**config.mk**
```make
export PLATFORM = sky130hd
export DESIGN_NAME = exe_stage_flat
export DESIGN_NICKNAME = d
export VERILOG_FILES = /design/src/rtl/exe_stage_pkg.sv /design/src/rtl/exe_stage_if.sv /design/src/rtl/alu.sv /design/src/rtl/exe_stage_div_iter.sv /design/src/rtl/exe_stage.sv /design/src/flat_wrapper.sv
export SDC_FILE = /design/constraint.sdc
export NUM_CORES = 1
export LEC_CHECK = 0
export CAP_MARGIN = 25
export CORE_UTILIZATION = 40
export CTS_CLUSTER_SIZE = 24
export DETAILED_ROUTE_END_ITERATION = 12
export PLACE_DENSITY = 0.67
export SYNTH_ARGS = -nofsm -noshare
export SYNTH_HDL_FRONTEND = slang
export SYNTH_SLANG_ARGS = --single-unit
```
**constraint.sdc**
```tcl
create_clock -name clk -period 12.9 [get_ports clk]
set_input_delay 1.935 -clock clk [delete_from_list [all_inputs] [get_ports clk]]
set_output_delay 1.935 -clock clk [all_outputs]
set_load 0.01 [all_outputs]
```
**src/rtl/exe_stage_pkg.sv**
```systemverilog
// Shared widths, divider state encodings and the decode-to-execute bus layout.
package exe_stage_pkg;

    localparam int DS_TO_ES_BUS_WD = 154;
    localparam int ES_TO_MS_BUS_WD = 71;
    localparam int ES_FWD_BUS_WD   = 39;
    localparam int DIV_ITERS       = 32;

    // Divider FSM encodings; BUSY and DONE are one bit each so the state
    // can be rebuilt as {done, busy} outside the divider.
    localparam logic [1:0] DIV_IDLE = 2'd0;
    localparam logic [1:0] DIV_BUSY = 2'd1;
    localparam logic [1:0] DIV_DONE = 2'd2;

    // Field order matches the decode stage's concatenation, MSB first.
    typedef struct packed {
        logic [11:0] alu_op;     // one-hot: [0]add [1]sub [2]slt [3]sltu [4]and [5]nor
                                 //          [6]or [7]xor [8]sll [9]srl [10]sra [11]lui
        logic [3:0]  div_op;     // one-hot: [3]div.w [2]div.wu [1]mod.w [0]mod.wu
        logic        load_op;
        logic        src1_is_pc;
        logic        src2_is_imm;
        logic        gr_we;
        logic        mem_we;
        logic [4:0]  dest;
        logic [31:0] imm;
        logic [31:0] rj_value;
        logic [31:0] rkd_value;
        logic [31:0] pc;
    } ds_to_es_t;

    // div.w and mod.w treat their operands as two's complement.
    function automatic logic is_signed_div(input logic [3:0] div_op);
        return div_op[3] | div_op[1];
    endfunction

endpackage

```
**src/rtl/exe_stage_if.sv**
```systemverilog
// Pipeline-facing signals of the execute stage.
// Handshake: a transfer into ES happens on a rising edge where
// ds_to_es_valid && es_allowin; a transfer out to mem_stage happens on a
// rising edge where es_to_ms_valid && ms_allowin. Valid never depends on ready
// of the same side, and a presented instruction is held until it transfers.
interface exe_stage_if;
    import exe_stage_pkg::*;

    logic                        ms_allowin;
    logic                        es_allowin;
    logic                        ds_to_es_valid;
    logic [DS_TO_ES_BUS_WD-1:0]  ds_to_es_bus;
    logic                        es_to_ms_valid;
    logic [ES_TO_MS_BUS_WD-1:0]  es_to_ms_bus;
    logic [ES_FWD_BUS_WD-1:0]    es_fwd_bus;
    logic                        data_sram_en;
    logic [3:0]                  data_sram_we;
    logic [31:0]                 data_sram_addr;
    logic [31:0]                 data_sram_wdata;
    logic [1:0]                  div_state;   // debug view of the divider FSM

    modport master (
        input  ms_allowin, ds_to_es_valid, ds_to_es_bus,
        output es_allowin, es_to_ms_valid, es_to_ms_bus, es_fwd_bus,
               data_sram_en, data_sram_we, data_sram_addr, data_sram_wdata,
               div_state
    );

    modport slave (
        output ms_allowin, ds_to_es_valid, ds_to_es_bus,
        input  es_allowin, es_to_ms_valid, es_to_ms_bus, es_fwd_bus,
               data_sram_en, data_sram_we, data_sram_addr, data_sram_wdata,
               div_state
    );

endinterface

```
**src/rtl/alu.sv**
```systemverilog
// Combinational ALU with a one-hot operation select.
module alu (
    input  logic [11:0] alu_op,
    input  logic [31:0] alu_src1,
    input  logic [31:0] alu_src2,
    output logic [31:0] alu_result
);
    logic [31:0] sra_res;

    assign sra_res = $signed(alu_src1) >>> alu_src2[4:0];

    // OR together the enabled operation; with a one-hot select exactly one term survives.
    always_comb begin
        alu_result = 32'd0;
        if (alu_op[0])  alu_result = alu_result | (alu_src1 + alu_src2);
        if (alu_op[1])  alu_result = alu_result | (alu_src1 - alu_src2);
        if (alu_op[2])  alu_result = alu_result | {31'd0, $signed(alu_src1) < $signed(alu_src2)};
        if (alu_op[3])  alu_result = alu_result | {31'd0, alu_src1 < alu_src2};
        if (alu_op[4])  alu_result = alu_result | (alu_src1 & alu_src2);
        if (alu_op[5])  alu_result = alu_result | ~(alu_src1 | alu_src2);
        if (alu_op[6])  alu_result = alu_result | (alu_src1 | alu_src2);
        if (alu_op[7])  alu_result = alu_result | (alu_src1 ^ alu_src2);
        if (alu_op[8])  alu_result = alu_result | (alu_src1 << alu_src2[4:0]);
        if (alu_op[9])  alu_result = alu_result | (alu_src1 >> alu_src2[4:0]);
        if (alu_op[10]) alu_result = alu_result | sra_res;
        if (alu_op[11]) alu_result = alu_result | alu_src2;
    end

endmodule

```
**src/rtl/exe_stage_div_iter.sv**
```systemverilog
// Iterative restoring divider: one quotient bit per cycle on magnitudes,
// sign correction and divide-by-zero handling applied on the way out.
module div_iter
    import exe_stage_pkg::*;
(
    input  logic        clk,
    input  logic        resetn,
    input  logic        start,
    input  logic        signed_op,
    input  logic [31:0] x,
    input  logic [31:0] y,
    input  logic        ack,
    output logic        busy,
    output logic        done,
    output logic [31:0] q,
    output logic [31:0] r
);
    logic [1:0]  state;
    logic [4:0]  cnt;
    logic [31:0] rem;
    logic [31:0] quo;
    logic [31:0] dvs;
    logic [31:0] x_keep;
    logic        neg_q;
    logic        neg_r;
    logic        by_zero;

    logic [31:0] x_abs;
    logic [31:0] y_abs;
    logic [32:0] trial;
    logic [32:0] diff;
    logic        fits;

    assign x_abs = (signed_op && x[31]) ? (~x + 32'd1) : x;
    assign y_abs = (signed_op && y[31]) ? (~y + 32'd1) : y;

    // Shift the next dividend bit into the partial remainder; a non-negative
    // difference means the divisor fits and the quotient bit is 1.
    assign trial = {rem, quo[31]};
    assign diff  = trial - {1'b0, dvs};
    assign fits  = ~diff[32];

    // FSM: IDLE -> BUSY on start, BUSY -> DONE after the last step, DONE -> IDLE on ack.
    always_ff @(posedge clk or negedge resetn) begin
        if (!resetn) begin
            state <= DIV_IDLE;
            cnt   <= 5'd0;
        end else begin
            case (state)
                DIV_IDLE: begin
                    if (start) begin
                        state <= DIV_BUSY;
                        cnt   <= 5'd0;
                    end
                end
                DIV_BUSY: begin
                    cnt <= cnt + 5'd1;
                    if (cnt == 5'(DIV_ITERS - 1)) state <= DIV_DONE;
                end
                DIV_DONE: begin
                    if (ack) state <= DIV_IDLE;
                end
                default: state <= DIV_IDLE;
            endcase
        end
    end

    // Datapath: latch operands and sign info on start, then one restoring step per BUSY cycle.
    always_ff @(posedge clk or negedge resetn) begin
        if (!resetn) begin
            rem     <= 32'd0;
            quo     <= 32'd0;
            dvs     <= 32'd0;
            x_keep  <= 32'd0;
            neg_q   <= 1'b0;
            neg_r   <= 1'b0;
            by_zero <= 1'b0;
        end else if (state == DIV_IDLE && start) begin
            rem     <= 32'd0;
            quo     <= x_abs;
            dvs     <= y_abs;
            x_keep  <= x;
            neg_q   <= signed_op && (x[31] ^ y[31]);
            neg_r   <= signed_op && x[31];
            by_zero <= (y == 32'd0);
        end else if (state == DIV_BUSY) begin
            rem <= fits ? diff[31:0] : trial[31:0];
            quo <= {quo[30:0], fits};
        end
    end

    assign busy = (state == DIV_BUSY);
    assign done = (state == DIV_DONE);

    // Quotient is negative iff operand signs differ; remainder follows the dividend.
    assign q = by_zero ? 32'hFFFF_FFFF : (neg_q ? (~quo + 32'd1) : quo);
    assign r = by_zero ? x_keep        : (neg_r ? (~rem + 32'd1) : rem);

endmodule

```
**src/rtl/exe_stage.sv**
```systemverilog
// Execute stage: ALU, iterative divider, data-SRAM request and forwarding bus.
module exe_stage
    import exe_stage_pkg::*;
(
    input  logic        clk,
    input  logic        resetn,
    exe_stage_if.master pipe
);
    ds_to_es_t   es_r;
    logic        es_valid;
    logic        es_ready_go;
    logic        is_div;
    logic        div_busy;
    logic        div_done;
    logic        mem_go;
    logic        fwd_valid;
    logic        fwd_ready;
    logic [31:0] src1;
    logic [31:0] src2;
    logic [31:0] alu_result;
    logic [31:0] div_q;
    logic [31:0] div_r;
    logic [31:0] result;

    assign is_div           = |es_r.div_op;
    assign es_ready_go      = !is_div || div_done;
    assign pipe.es_allowin  = !es_valid || (es_ready_go && pipe.ms_allowin);
    assign pipe.es_to_ms_valid = es_valid && es_ready_go;

    // Stage occupancy: refilled (or emptied) whenever the stage can accept.
    always_ff @(posedge clk or negedge resetn) begin
        if (!resetn) begin
            es_valid <= 1'b0;
        end else if (pipe.es_allowin) begin
            es_valid <= pipe.ds_to_es_valid;
        end
    end

    // Instruction register: only captures a real incoming instruction.
    always_ff @(posedge clk or negedge resetn) begin
        if (!resetn) begin
            es_r <= '0;
        end else if (pipe.ds_to_es_valid && pipe.es_allowin) begin
            es_r <= pipe.ds_to_es_bus;
        end
    end

    assign src1 = es_r.src1_is_pc  ? es_r.pc  : es_r.rj_value;
    assign src2 = es_r.src2_is_imm ? es_r.imm : es_r.rkd_value;

    alu u_alu (
        .alu_op     (es_r.alu_op),
        .alu_src1   (src1),
        .alu_src2   (src2),
        .alu_result (alu_result)
    );

    // The divider ignores start outside IDLE, so a finished division cannot
    // restart before it has been handed to mem_stage.
    div_iter u_div (
        .clk       (clk),
        .resetn    (resetn),
        .start     (es_valid && is_div),
        .signed_op (is_signed_div(es_r.div_op)),
        .x         (src1),
        .y         (src2),
        .ack       (es_valid && pipe.ms_allowin),
        .busy      (div_busy),
        .done      (div_done),
        .q         (div_q),
        .r         (div_r)
    );

    assign pipe.div_state = {div_done, div_busy};

    assign result = (es_r.div_op[3] || es_r.div_op[2]) ? div_q :
                    (es_r.div_op[1] || es_r.div_op[0]) ? div_r : alu_result;

    assign pipe.es_to_ms_bus = {es_r.load_op, es_r.gr_we, es_r.dest, result, es_r.pc};

    // Loads are not ready for bypass until mem_stage returns the data.
    assign fwd_valid       = es_valid && es_r.gr_we && (es_r.dest != 5'd0);
    assign fwd_ready       = es_valid && es_ready_go && !es_r.load_op;
    assign pipe.es_fwd_bus = {fwd_valid, fwd_ready, es_r.dest, result};

    // Request only when mem_stage takes the instruction this cycle, so the
    // read data lines up with the instruction one cycle after handoff.
    assign mem_go               = es_valid && (es_r.load_op || es_r.mem_we) && pipe.ms_allowin;
    assign pipe.data_sram_en    = mem_go;
    assign pipe.data_sram_we    = {4{es_r.mem_we && mem_go}};
    assign pipe.data_sram_addr  = alu_result;
    assign pipe.data_sram_wdata = es_r.rkd_value;

endmodule

```
**src/flat_wrapper.sv**
```systemverilog
// flat-port wrapper written by rule: the top's interface ports become plain ports
module exe_stage_flat import exe_stage_pkg::*;
  (clk, resetn, pipe_ms_allowin, pipe_ds_to_es_valid, pipe_ds_to_es_bus, pipe_es_allowin, pipe_es_to_ms_valid, pipe_es_to_ms_bus, pipe_es_fwd_bus, pipe_data_sram_en, pipe_data_sram_we, pipe_data_sram_addr, pipe_data_sram_wdata, pipe_div_state);
  exe_stage_if pipe_i ();
  input  logic clk;
  input  logic resetn;
  input wire logic [$bits(pipe_i.ms_allowin)-1:0] pipe_ms_allowin;
  input wire logic [$bits(pipe_i.ds_to_es_valid)-1:0] pipe_ds_to_es_valid;
  input wire logic [$bits(pipe_i.ds_to_es_bus)-1:0] pipe_ds_to_es_bus;
  output wire logic [$bits(pipe_i.es_allowin)-1:0] pipe_es_allowin;
  output wire logic [$bits(pipe_i.es_to_ms_valid)-1:0] pipe_es_to_ms_valid;
  output wire logic [$bits(pipe_i.es_to_ms_bus)-1:0] pipe_es_to_ms_bus;
  output wire logic [$bits(pipe_i.es_fwd_bus)-1:0] pipe_es_fwd_bus;
  output wire logic [$bits(pipe_i.data_sram_en)-1:0] pipe_data_sram_en;
  output wire logic [$bits(pipe_i.data_sram_we)-1:0] pipe_data_sram_we;
  output wire logic [$bits(pipe_i.data_sram_addr)-1:0] pipe_data_sram_addr;
  output wire logic [$bits(pipe_i.data_sram_wdata)-1:0] pipe_data_sram_wdata;
  output wire logic [$bits(pipe_i.div_state)-1:0] pipe_div_state;
  assign pipe_i.ms_allowin = pipe_ms_allowin;
  assign pipe_i.ds_to_es_valid = pipe_ds_to_es_valid;
  assign pipe_i.ds_to_es_bus = pipe_ds_to_es_bus;
  assign pipe_es_allowin = pipe_i.es_allowin;
  assign pipe_es_to_ms_valid = pipe_i.es_to_ms_valid;
  assign pipe_es_to_ms_bus = pipe_i.es_to_ms_bus;
  assign pipe_es_fwd_bus = pipe_i.es_fwd_bus;
  assign pipe_data_sram_en = pipe_i.data_sram_en;
  assign pipe_data_sram_we = pipe_i.data_sram_we;
  assign pipe_data_sram_addr = pipe_i.data_sram_addr;
  assign pipe_data_sram_wdata = pipe_i.data_sram_wdata;
  assign pipe_div_state = pipe_i.div_state;
  exe_stage u_core (.clk(clk), .resetn(resetn), .pipe(pipe_i));
endmodule
```
==> results.tsv, run 1 <==
metric	value	unit
fraction of layout cells with a size suffix above 1	0.116	
clk root buf	clkbuf_16	
setup TNS	0	ps
Initial Util	0.405	
DRC errors left	0	
CP endpoint kind	output port	
Tcrit/Tclk final	0.729	
row cnt	95	
Total GRT Usage	0.328	
status	finished, final reports clean	
routed wire length	117000	µm
largest net degree at the start of global routing	102	
Critical path origin	u_core.es_r[135]	
Crit path required time	10970	ps
setup bufs post-CTS	0	
synth unique cells	84	
Layout Cell Area excl Fill	0.0321	mm²
final setup violation count	0	
WP data arrival	7470	ps
worst r2r path cells	12	
clk slew on worst S/H paths	60	ps
post-DP HPWL	87900	µm
Post-synth EDFFs	0	
post-synth top area cell	dfrtp_1	
clk sinks	293	
first-pass GRT wire length	170000	µm
post-route ant nets	0	
Die Y	263	µm
worst slew pin tran	1200	ps
WS Path Type	reg -> out	
Cells after DPL	4220	
clk buf depth	3	
CP max stage delay	930	ps
leading cell type in the layout, fill and taps excluded	clkdlybuf4s50_1	
met2 Resource Use GR	0.507	
FF+latch count, synth	293	
Syn Nets	3553	
CTS tree	yes	
met3 usage	0.0761	
Pre-antenna DRT Iters	8	
total gr overflow	0	
IO Pins	341	
Fin Clk Skew	30.5	ps
# nets final	3685	
antenna cells	0	
Tmin final	9410	ps
share of the synthesized area in the top cell type	0.269	
cell count after synthesis	3257	
yosys warns	0	
die area	0.0692	mm²
Critical R2R Launch	u_core.es_r[135]	
clk_lat worst skew	580	ps
H-tree lvl count	2	
Slew HR	0.189	
Non-Filler Instances	4288	
Area contributors post-synth	dfrtp_1, mux2i_1, mux2_2	
initial antenna violation count	6	
Worst Hold Class	reg -> reg	
Placement Cell Area	0.0308	mm²
number of global-route vias before repair	25300	
vias	26600	
post-synthesis sequential area ratio	0.269	
Syn Area/Cell	8.37	µm²
max frequency	0.106	GHz
PortBufs	340	
initial DRC count	2851	
die width	263	µm
critical path cell sequence	buf_4 -> mux2i_4 -> buf_4 -> ha_1 -> or4_1 -> o211ai_1 -> or4b_2 -> o211ai_1 -> a21oi_1 -> o311a_1 -> a221o_1 -> a21boi_0 -> a21oi_1 -> clkdlybuf4s50_1	
Most Used Layer, Global Route	met2	
RSZ-0062 raised after global routing	false	
Core Box Area	0.0673	mm²
met1 Usage GRT	0.417	
post_cts resized	0	
async set-or-reset flop fraction in the synthesized netlist	1.00	
Layout area overhead	17.9	%
Critical Path Start Type	flop	
Max-cap violations	0	
top_reg_cell synth	dfrtp_1	
Num CTS Buffers	37	
most frequent cells in the layout	clkdlybuf4s50_1, nand2_1, o21ai_0, dfrtp_1, mux2i_1	
gpl congestion	1.07	
wire length per cell	27.2	µm
synthesized cell area	0.0273	mm²
Final Hold Vio Count	0	
Crit-path slowest cell	a21boi_0	
CP max FO	55	
Hold Crit Start	u_core.u_div.x_keep[31]	
Max Slew Vio Count	0	
Worst Hold Depth	2	
via-per-instance ratio	6.21	
cts hold-fix bufs	0	
==> cells in the mapped netlist (20+ instances only) <==
cell and n:
o211ai_1 34, buf_4 115, o21a_1 20, nand2b_1 23
inv_1 154, clkbuf_1 187, a21oi_1 181, mux2i_1 256
o221ai_1 20, a221oi_1 34, and3_1 21, a211oi_1 22
o22ai_1 20, nor3_1 44, o21ai_0 294, dfrtp_1 293
xnor2_1 123, ha_1 135, or3_1 20, buf_1 21
nand3_1 70, a22oi_1 46, a31oi_1 42, nand2_1 321
o31ai_1 40, mux2_2 182, nor2_1 173, a21o_1 31
xor2_1 50
==> flip-flops by register name (all words and copies together) (netlist names) <==
signal	count
u_core.u_div.cnt	5
u_core.u_div.rem	32
u_core.u_div.x_keep	32
u_core.es_valid	1
u_core.u_div.dvs	32
u_core.u_div.quo	32
u_core.pipe.data_sram_wdata	32
u_core.u_div.neg_r	1
u_core.u_div.by_zero	1
u_core.u_div.state	2
u_core.u_div.neg_q	1
u_core.pipe.es_to_ms_bus	34
u_core.pipe.es_fwd_bus	5
u_core.es_r	83
==> critical path, delay by kind of cell (launching register included) <==
family / cells / cell delay [ps]
fa+ha+maj: 1 / 460
compound gates: 7 / 2690
mux: 1 / 330
buf+inv: 3 / 1830
flops: 1 / 400
simple gates: 2 / 1150
==> logic make-up after synthesis <==
logic type	after synthesis	synth area share
AO/OA/AOI/OAI	938	0.224
XOR/XNOR	173	0.0556
adder cells (fa/ha/maj)	138	0.0642
buffers and inverters	498	0.0852
flip-flops	293	0.269
multiplexers	443	0.173
AND/OR/NAND/NOR	774	0.129
==> worst paths after layout <==
path,to,slack (ps)
worst max-delay path,pipe_es_to_ms_bus[57],3490
max in group asynchronous,u_core.u_div.rem[17],9610
worst max register to register,u_core.u_div.dvs[28],8060
worst min register to register,u_core.u_div.x_keep[31],480
min in group asynchronous,u_core.pipe.es_fwd_bus[34],1410
worst min-delay path,u_core.u_div.x_keep[31],480
==> layout make-up <==
class,instances,area [µm²]
repair buffers,433,4140
clock buffers,54,1090
multi-input cells,2466,17700
flip-flops and latches,293,7340
fillers,6636,35200
well taps,873,1090
inverters,158,593
clock inverters,11,163
==> metrics by stage <==
stage               setup WS, ps  hold WS [ps]   util
floorplan                   5380           441      -
global placement            4330           457  0.458
detailed placement          4290           465  0.458
CTS                         3670           480  0.477
global route                3450           492  0.477
finish                      3490           480  0.477
==> routing by layer <==
layer / up-vias / share of wire
met5: - / 0.00013
met2: 1380 / 0.44
met3: 319 / 0.094
met1: 13000 / 0.40
li1: 11900 / -
met4: 2 / 0.067
Power of run 1 is left out: the tool's default activity adds up to more than one toggle a clock period on the data nets, which glitch-free logic cannot reach.
==> run 2, diff against run 1 <==
--- a/config.mk
+++ b/config.mk
@@ -9,7 +9,7 @@
 export CORE_UTILIZATION = 40
 export CTS_CLUSTER_SIZE = 24
 export DETAILED_ROUTE_END_ITERATION = 12
-export PLACE_DENSITY = 0.67
+export PLACE_DENSITY = 0.69
 export SYNTH_ARGS = -nofsm -noshare
 export SYNTH_HDL_FRONTEND = slang
 export SYNTH_SLANG_ARGS = --single-unit
==> constraint.sdc (replaced) <==
create_clock -name clk -period 8.4 [get_ports clk]
set_input_delay 1.26 -clock clk [delete_from_list [all_inputs] [get_ports clk]]
set_output_delay 1.26 -clock clk [all_outputs]
set_load 0.01 [all_outputs]
==> results.tsv, run 2 (synthesis results as in run 1) <==
metric	value	unit	change
status	finished, final reports clean		unchanged
CTS tree	yes		unchanged
Pre-antenna DRT Iters	6		was 8
max frequency	0.126	GHz	
post_cts resized	0		unchanged
Most Used Layer, Global Route	met2		unchanged
clk_lat worst skew	580	ps	about the same
max reg flops	83		unchanged
Final Hold Vio Count	0		unchanged
met1 Usage GRT	0.432		was 0.417
Bufs and invs on worst path	2		was 3
final setup violation count	0		unchanged
die area	0.0692	mm²	unchanged
Critical path origin	u_core.es_r[136]		was u_core.es_r[135]
critical path cell sequence	mux2i_1 -> ha_1 -> o21ba_2 -> or4_1 -> o211ai_1 -> or4b_2 -> o211ai_1 -> buf_4 -> a21oi_1 -> o311a_1 -> a221o_1 -> a21boi_0 -> a21oi_1 -> clkdlybuf4s50_1		was buf_4 -> mux2i_4 -> buf_4 -> ha_1 -> or4_1 -> o211ai_1 -> or4b_2 -> o211ai_1 -> a21oi_1 -> o311a_1 -> a221o_1 -> a21boi_0 -> a21oi_1 -> clkdlybuf4s50_1
CP max stage delay	830	ps	was 930 ps
total gr overflow	0		unchanged
clk slew on worst S/H paths	60	ps	about the same
Crit-path slowest cell	a21boi_0		unchanged
Slew HR	0.205		was 0.189
CP Capture Point	pipe_es_to_ms_bus[57]		unchanged
PortBufs	340		unchanged
row cnt	95		unchanged
leading cell type in the layout, fill and taps excluded	clkdlybuf4s50_1		unchanged
largest net degree at the start of global routing	178		was 102
CP delay by family, top	compound AO/OA/AOI/OAI gates		unchanged
clk root buf	clkbuf_16		unchanged
Total GRT Usage	0.336		was 0.328
Tmin final	7970	ps	
setup TNS	0	ps	unchanged
first-pass GRT wire length	174000	µm	was 170000 µm
WS Path Type	reg -> out		unchanged
H-tree lvl count	2		unchanged
clk buf depth	3		unchanged
number of global-route vias before repair	25600		was 25.3k
IO Pins	341		unchanged
WP data arrival	6710	ps	was 7470 ps
via-per-instance ratio	6.29		was 6.21
routed wire length	119000	µm	was 117000 µm
Initial Util	0.405		unchanged
met3 usage	0.0856		was 0.0761
Fin Clk Skew	26.5	ps	was 30.5 ps
CP endpoint kind	output port		unchanged
Max-cap violations	0		unchanged
Worst Hold Class	reg -> reg		unchanged
CP max FO	26		was 55
RSZ-0062 raised after global routing	false		unchanged
cts hold-fix bufs	0		unchanged
# nets final	3694		was 3685
gpl congestion	1.12		was 1.07
met2 Resource Use GR	0.507		about the same
Max Slew Vio Count	0		unchanged
vias	27100		was 26.6k
setup bufs post-CTS	0		unchanged
post-DP HPWL	89900	µm	was 87900 µm
Layout area overhead	18.7	%	was 17.9%
fraction of layout cells with a size suffix above 1	0.118		was 0.116
Die Y	263	µm	unchanged
post-route ant nets	0		unchanged
area of the multi-input gates	0.0177	mm²	about the same
wire length per cell	27.8	µm	was 27.2 µm
Reg with most FFs	u_core.es_r		unchanged
FF/Latch Area	0.00734	mm²	unchanged
DRC errors left	0		unchanged
Critical R2R Launch	u_core.es_r[136]		was u_core.es_r[135]
Crit path required time	7140	ps	was 10970 ps
clk sinks	293		unchanged
die width	263	µm	unchanged
worst r2r path cells	11		was 12
initial DRC count	3442		was 2851
Fillers	6525		was 6636
Num CTS Buffers	37		unchanged
initial antenna violation count	4		was 6
Reg2Reg Setup Slack	3610	ps	was 8060 ps
most frequent cells in the layout	clkdlybuf4s50_1, nand2_1, o21ai_0, dfrtp_1, mux2i_1		unchanged
Critical Path Stages	14		unchanged
Reg2Reg Capture Point	u_core.u_div.quo[29]		was u_core.u_div.dvs[28]
worst slew pin tran	1180	ps	was 1200 ps
Core Box Area	0.0673	mm²	unchanged
Tcrit/Tclk final	0.949		
Critical Path Start Type	flop		unchanged
[run 2: cell types whose count changed in the layout (fill, tap and decap cells not counted), moves of 3 or more]
cell        change
mux2i_1         +5
clkbuf_8        -4
mux2i_2         -5
clkbuf_1        -3
buf_12          +3
diode_2         +3
clkinvlp_4      +3
bufinv_16       +4
[run 2: worst min path at each step]
stage | startpoint | to | cells past startpoint
4_1_cts | u_core.u_div.x_keep[21] | u_core.u_div.x_keep[21] | 2
6_report | u_core.u_div.dvs[25] | u_core.u_div.dvs[25] | 2
5_1_grt | u_core.u_div.dvs[18] | u_core.u_div.dvs[18] | 2
3_3_place_gp | u_core.u_div.x_keep[21] | u_core.u_div.x_keep[21] | 2
2_1_floorplan | u_core.u_div.x_keep[23] | u_core.u_div.x_keep[23] | 2
3_5_place_dp | u_core.u_div.x_keep[21] | u_core.u_div.x_keep[21] | 2
[run 2: metrics by stage]
| step | instance area [µm²] | std cells | utilization | worst slack [ps] | hold WS, ps |
|---|---|---|---|---|---|
| after floorplan | 27300 | 3257 | - | 1560 | 441 |
| after global placement | 30900 | 4223 | 0.459 | 1140 | 456 |
| after detailed placement | 30900 | 4226 | 0.459 | 1170 | 467 |
| after CTS | 32200 | 4294 | 0.479 | 532 | 481 |
| after global routing | 32300 | 4300 | 0.481 | 192 | 503 |
| final | 32300 | 4303 | 0.481 | 432 | 480 |
[run 2: layer usage]
metal,vias up,share of wire
li1,12000,-
met1,13100,0.39
met2,1599,0.44
met3,381,0.11
met4,6,0.066
met5,-,0.00046
[run 2: layout make-up]
type,instances,share of cell area
sequential,293,0.227
multi-input combinational,2466,0.547
antenna,3,0.000232
tap,873,0.0338
clock buffer,47,0.0317
timing repair buffer,442,0.132
inverter,158,0.0183
clock inverter,21,0.0100
[run 2: tightest hold or removal path, delay by kind of cell, from the launching register on]
kind	cells	cell delay (ps)
AOI/OAI and AO/OA	1	60
DFF	1	340
and+or+nand+nor	1	50
Power of run 2 is left out for the same reason.
